==> src/rtl/regfile_pkg.sv <==
// Shared defaults and the address-width helper for the multi-ported register file.
package regfile_pkg;

    localparam int unsigned XLEN_DEF = 32;
    localparam int unsigned NREG_DEF = 32;
    localparam int unsigned NRD_DEF  = 2;
    localparam int unsigned NWR_DEF  = 2;

    // Address width for a power-of-two register count.
    function automatic int unsigned addr_width(input int unsigned nreg);
        int unsigned w;
        w = 0;
        while ((32'd1 << w) < nreg) begin
            w = w + 1;
        end
        return w;
    endfunction

endpackage

==> src/rtl/regfile_scoreboard.sv <==
// Busy-bit scoreboard: set on issue, clear on writeback, set wins on collision.
module regfile_scoreboard
    import regfile_pkg::*;
#(
    parameter int unsigned NREG = NREG_DEF,
    parameter int unsigned NRD  = NRD_DEF,
    parameter int unsigned NWR  = NWR_DEF,
    parameter int unsigned AW   = addr_width(NREG_DEF)
) (
    input  logic              clk,
    input  logic              rst,
    input  logic              iss_valid,
    input  logic [AW-1:0]     iss_rd,
    input  logic [NWR-1:0]    we,
    input  logic [NWR*AW-1:0] waddr,
    input  logic [NRD*AW-1:0] raddr,
    output logic [NRD-1:0]    rbusy,
    output logic [NREG-1:0]   busy_vec
);

    logic [NREG-1:0] busy_q;
    logic [NREG-1:0] clr_mask;
    logic [NREG-1:0] set_mask;
    logic [NREG-1:0] busy_cleared;
    logic [NREG-1:0] busy_next;

    // Any enabled write port retires the outstanding producer of its address.
    always_comb begin
        clr_mask = '0;
        for (int j = 0; j < int'(NWR); j++) begin
            if (we[j]) begin
                clr_mask[waddr[j*AW +: AW]] = 1'b1;
            end
        end
    end

    always_comb begin
        set_mask = '0;
        if (iss_valid && (iss_rd != '0)) begin
            set_mask[iss_rd] = 1'b1;
        end
    end

    assign busy_cleared = busy_q & ~clr_mask;
    // Set applied after clear so a new producer stays outstanding; x0 never busy.
    assign busy_next    = (busy_cleared | set_mask) & ~NREG'(1);

    always_ff @(posedge clk) begin
        if (rst) begin
            busy_q <= '0;
        end else begin
            busy_q <= busy_next;
        end
    end

    // Read-side view reflects same-cycle writebacks but not same-cycle issues.
    always_comb begin
        rbusy = '0;
        for (int i = 0; i < int'(NRD); i++) begin
            if (raddr[i*AW +: AW] != '0) begin
                rbusy[i] = busy_cleared[raddr[i*AW +: AW]];
            end
        end
    end

    assign busy_vec = busy_q;

endmodule

==> src/rtl/regfile_mp.sv <==
// Multi-ported register file with hardwired-zero x0 and an issue/writeback scoreboard.
// Optional write-to-read forwarding is enabled by defining REGFILE_MP_BYPASS_EN.
module regfile_mp
    import regfile_pkg::*;
#(
    parameter  int unsigned XLEN = XLEN_DEF,
    parameter  int unsigned NREG = NREG_DEF,
    parameter  int unsigned NRD  = NRD_DEF,
    parameter  int unsigned NWR  = NWR_DEF,
    localparam int unsigned AW   = addr_width(NREG)
) (
    input  logic                clk,
    input  logic                rst,
    input  logic [NRD*AW-1:0]   raddr,
    output logic [NRD*XLEN-1:0] rdata,
    output logic [NRD-1:0]      rbusy,
    input  logic [NWR-1:0]      we,
    input  logic [NWR*AW-1:0]   waddr,
    input  logic [NWR*XLEN-1:0] wdata,
    input  logic                iss_valid,
    input  logic [AW-1:0]       iss_rd,
    output logic [NREG-1:0]     busy_vec
);

    logic [XLEN-1:0] regs    [NREG];
    logic [AW-1:0]   raddr_a [NRD];
    logic [XLEN-1:0] rdata_a [NRD];
    logic [AW-1:0]   waddr_a [NWR];
    logic [XLEN-1:0] wdata_a [NWR];

    for (genvar g = 0; g < int'(NRD); g++) begin : g_rd_unpack
        assign raddr_a[g]                 = raddr[g*AW +: AW];
        assign rdata[g*XLEN +: XLEN]      = rdata_a[g];
    end

    for (genvar g = 0; g < int'(NWR); g++) begin : g_wr_unpack
        assign waddr_a[g] = waddr[g*AW +: AW];
        assign wdata_a[g] = wdata[g*XLEN +: XLEN];
    end

    // Ascending port loop: the last assignment, i.e. highest port, wins.
    always_ff @(posedge clk) begin
        if (rst) begin
            for (int k = 0; k < int'(NREG); k++) begin
                regs[k] <= '0;
            end
        end else begin
            for (int j = 0; j < int'(NWR); j++) begin
                if (we[j] && (waddr_a[j] != '0)) begin
                    regs[waddr_a[j]] <= wdata_a[j];
                end
            end
        end
    end

    // Combinational read; x0 is forced to zero rather than stored.
    always_comb begin
        for (int i = 0; i < int'(NRD); i++) begin
            rdata_a[i] = '0;
            if (raddr_a[i] != '0) begin
                rdata_a[i] = regs[raddr_a[i]];
`ifdef REGFILE_MP_BYPASS_EN
                for (int j = 0; j < int'(NWR); j++) begin
                    if (we[j] && (waddr_a[j] == raddr_a[i])) begin
                        rdata_a[i] = wdata_a[j];
                    end
                end
`endif
            end
        end
    end

    regfile_scoreboard #(
        .NREG (NREG),
        .NRD  (NRD),
        .NWR  (NWR),
        .AW   (AW)
    ) u_scoreboard (
        .clk       (clk),
        .rst       (rst),
        .iss_valid (iss_valid),
        .iss_rd    (iss_rd),
        .we        (we),
        .waddr     (waddr),
        .raddr     (raddr),
        .rbusy     (rbusy),
        .busy_vec  (busy_vec)
    );

endmodule

==> config.mk <==
export PLATFORM = sky130hd
export DESIGN_NAME = regfile_mp
export DESIGN_NICKNAME = d
export VERILOG_FILES = /design/src/rtl/regfile_pkg.sv /design/src/rtl/regfile_scoreboard.sv /design/src/rtl/regfile_mp.sv
export SDC_FILE = /design/constraint.sdc
export NUM_CORES = 2
export LEC_CHECK = 0
export ABC_AREA = 1
export ABC_CLOCK_PERIOD_IN_PS = 3000
export BUFFER_PORTS_ARGS = -buffer_cell sky130_fd_sc_hd__buf_2
export CAP_MARGIN = 10
export CELL_PAD_IN_SITES_DETAIL_PLACEMENT = 0
export CELL_PAD_IN_SITES_GLOBAL_PLACEMENT = 1
export CORE_MARGIN = 2
export CORE_UTILIZATION = 40
export DETAILED_ROUTE_END_ITERATION = 10
export PLACE_DENSITY_LB_ADDON = 0.1
export SYNTH_ARGS = -nofsm -noshare
export SYNTH_HDL_FRONTEND = slang
export SYNTH_SLANG_ARGS = --single-unit
export TNS_END_PERCENT = 1
==> constraint.sdc <==
create_clock -name clk -period 3 [get_ports clk]
set_clock_uncertainty 0.15 [all_clocks]
set_input_delay 0.15 -clock clk [delete_from_list [all_inputs] [get_ports clk]]
set_output_delay 0.15 -clock clk [all_outputs]
set_load 0.005 [all_outputs]
==> impl_metrics.env <==
export IMPL_first_iter_violations=10900
export IMPL_antenna_found_initial=5
export IMPL_setup_violations_final=0
export IMPL_cp_max_fo=2
export IMPL_cts_setup_buffers=0
export IMPL_p_clk_share_pct=40.8
export IMPL_synth_area_leaders="edfxtp_1, o22ai_1, o21ai_0, nor2_1, o221ai_1"
export IMPL_ys_seq_elements=1055
export IMPL_io_buffers=190
export IMPL_worstHoldStart="waddr[7]"
export IMPL_ctsLongestPathBuffers=3
export IMPL_clk_pin_slew_ps=60
export IMPL_use_met2_pct=58.4
export IMPL_internal_power_mw=28.0
export IMPL_synth_area_per_cell_um2=9.04
export IMPL_insertion_delay_ps=770
export IMPL_via_per_inst=7.16
export IMPL_place_area_um2=64800
export IMPL_use_met3_pct=9.65
export IMPL_tightest_slew_ps=936
export IMPL_start_util_pct=40.2
export IMPL_synth_edff_count=1024
export IMPL_cp_start_kind="flop"
export IMPL_die_h_um=392
export IMPL_slew_headroom_pct=37.6
export IMPL_final_min_clock_period_ps=2970
export IMPL_ios=192
export IMPL_wl_um=317000
export IMPL_synth_top_area_cell="edfxtp_1"
export IMPL_max_freq_mhz=337
export IMPL_drv_cap=0
export IMPL_rsz0062_at_grt="true"
export IMPL_synth_cell_types=34
export IMPL_netlist_area_leader_share_pct=51.2
export IMPL_leakage_nw=23.6
export IMPL_holdPathStages=6
export IMPL_place_hpwl_um=184000
export IMPL_violations="hold timing"
export IMPL_layout_setup_ws_ps=34.3
export IMPL_synth_async_reset_ratio_pct=0
export IMPL_grt_overflow=0
export IMPL_finalInstanceArea_um2=70500
export IMPL_wire_per_inst_um=36.0
export IMPL_pre_cts_slack_ps=361
export IMPL_gp_congestion=0.944
export IMPL_cts_sinks=1055
export IMPL_cts_buffers=131
export IMPL_hold_ws_ps=-20.2
export IMPL_rrSetupSlack_ps=1480
export IMPL_r2r_end="u_scoreboard.busy_vec[30]$_SDFF_PP0_"
export IMPL_die_w_um=392
export IMPL_seq_area_frac_synth_pct=52.2
export IMPL_p_comb_share_pct=14.7
export IMPL_grt_pass1_vias=59700
export IMPL_remaining_drc_errors=0
export IMPL_switchingPower_mw=11.4
export IMPL_power_share_sequential_pct=44.4
export IMPL_synth_warnings=0
export IMPL_worstSetupPathType="reg2out"
export IMPL_grt_max_degree=106
export IMPL_r2r_start="u_scoreboard.busy_vec[30]$_SDFF_PP0_"
export IMPL_final_util_pct=47.1
export IMPL_cts_tree="yes"
export IMPL_post_route_period_util_pct=98.9
export IMPL_maxSlewViolCount=0
export IMPL_min_to="u_scoreboard.busy_vec[5]$_SDFF_PP0_"
export IMPL_synth_ff_type="edfxtp_1"
export IMPL_dieArea_um2=153000
export IMPL_track_usage_pct=40.1
export IMPL_ant_nets=0
export IMPL_first_pass_iters=8
export IMPL_syn_area_um2=60100
export IMPL_power_density_nw_per_um2=559
export IMPL_required_ps=2700
export IMPL_p_sw_share_pct=28.8
export IMPL_gr_max_usage_layer="met2"
export IMPL_total_power_mw=39.4
export IMPL_worstRegToRegCells=3
export IMPL_grt_pass1_wl_um=441000
export IMPL_placementRows=142
export IMPL_gr_usage_met1_pct=53.8
export IMPL_ys_top_cells_by_count="nor2_1, o22ai_1, o21ai_0"
export IMPL_drive_above_1_share_pct=13.0
export IMPL_end_kind="output pin"
export IMPL_setup_tns_ps=0
export IMPL_ctsRootBufferMaster="clkbuf_16"
export IMPL_nets=6784
export IMPL_worstPathArrival_ps=2670
export IMPL_area_growth_synth_to_final_pct=17.2
export IMPL_synth_most_common_cell="nor2_1"
export IMPL_vias=63100
export IMPL_hold_viol=2
export IMPL_peakVddDrop_uv=560
export IMPL_status="finished, violations left"
export IMPL_htree_levels=4
export IMPL_hold_class="in2reg"
export IMPL_core_area_um2=150000
export IMPL_syn_inst=6653
kinds of logic after synthesis:
group / synth area share [%]
DFF: 52.2
AOI/OAI and AO/OA: 27.6
other: 0.00624
and+or+nand+nor: 13.4
buffers and inverters: 6.81
metrics by stage:
| step | cells | hold WS, ps |
|---|---|---|
| 2_1_floorplan | 6685 | 164 |
| 4_1_cts | 8809 | 6.77 |
| 3_5_place_dp | 8439 | 307 |
| 6_report | 8815 | -20.2 |
| 3_3_place_gp | 8439 | 295 |
| 5_1_grt | 8808 | 26.8 |
what timing repair did:
item,in CTS,in global routing
setup endpoints to repair,0,4
hold buffers,135,0
gates resized for setup,0,11
endpoints found under the hold margin,1011,0
worst max-delay path, stage by stage, from the launching register on:
cell,delay [ps]
edfxtp_1,370
o21ai_0,100
o221ai_1,200
nand3_1,130
nand3_1,250
nand2_1,200
a21oi_1,440
buf_2,210
how the worst max path moves through the flow:
stage	start	end	slack, ps	depth (start not counted)
after CTS	waddr[7]	rbusy[1]	0.1	13
after global routing	waddr[0]	rbusy[0]	-20	13
final	regs[25][17]$_DFFE_PP_	rdata[17]	30	7
after detailed placement	raddr[5]	rdata[59]	360	10
after global placement	raddr[5]	rdata[59]	360	10
after floorplan	waddr[5]	regs[27][0]$_DFFE_PP_	400	7
cell usage in the layout, fill, tap and decap left out, types with 4 or more instances in the layout:
cell type and instances:
clkinv_1 32, a21oi_1 113, edfxtp_1 1024, clkbuf_16 137
o21ai_1 19, o221ai_1 400, o211ai_1 8, buf_4 284
nor2_1 1153, buf_8 5, nand3_1 351, clkinv_8 5
nor3_1 10, bufinv_16 12, nand4_1 69, diode_2 7
dlygate4sd3_1 134, nand2_1 185, inv_6 7, nor3_2 11
nand3_2 29, inv_8 4, dfxtp_1 31, inv_2 4
a31oi_1 38, o21a_1 4, buf_12 121, o21ai_0 1066
and3_1 18, buf_2 178, clkinv_2 17, o22ai_1 1082
inv_1 105, conb_1 33, nand2_2 55, clkbuf_1 28
nand3b_1 6
power groups by stage:
stage	clock network, mW	registers, mW	logic [mW]
after floorplan	0	17.6	2.93
after global placement	0	17.8	5.45
after detailed placement	0	17.8	5.48
after CTS	16.1	17.5	5.58
after global routing	16.6	17.6	6.02
final	16.1	17.5	5.80
registers in the layout, summed over array words and instances (netlist names):
name / cells
regs: 1024
u_scoreboard.busy_vec: 31
layer usage:
layer  routed length [um]  vias up
met4                21800        0
li1                     -    25600
met5                    0        -
met2               134000     5393
met1               122000    31100
met3                39900     1027
final cells by class:
type / instances / area, um2
inverter: 119 / 492
sequential: 1055 / 31400
fill: 14200 / 79100
antenna: 7 / 17.5
tap: 2016 / 2520
clock buffer: 165 / 3530
multi-input combinational: 4658 / 24900
clock inverter: 70 / 689
timing repair buffer: 725 / 6900
Note: power is estimated with default switching activity, not from simulation.
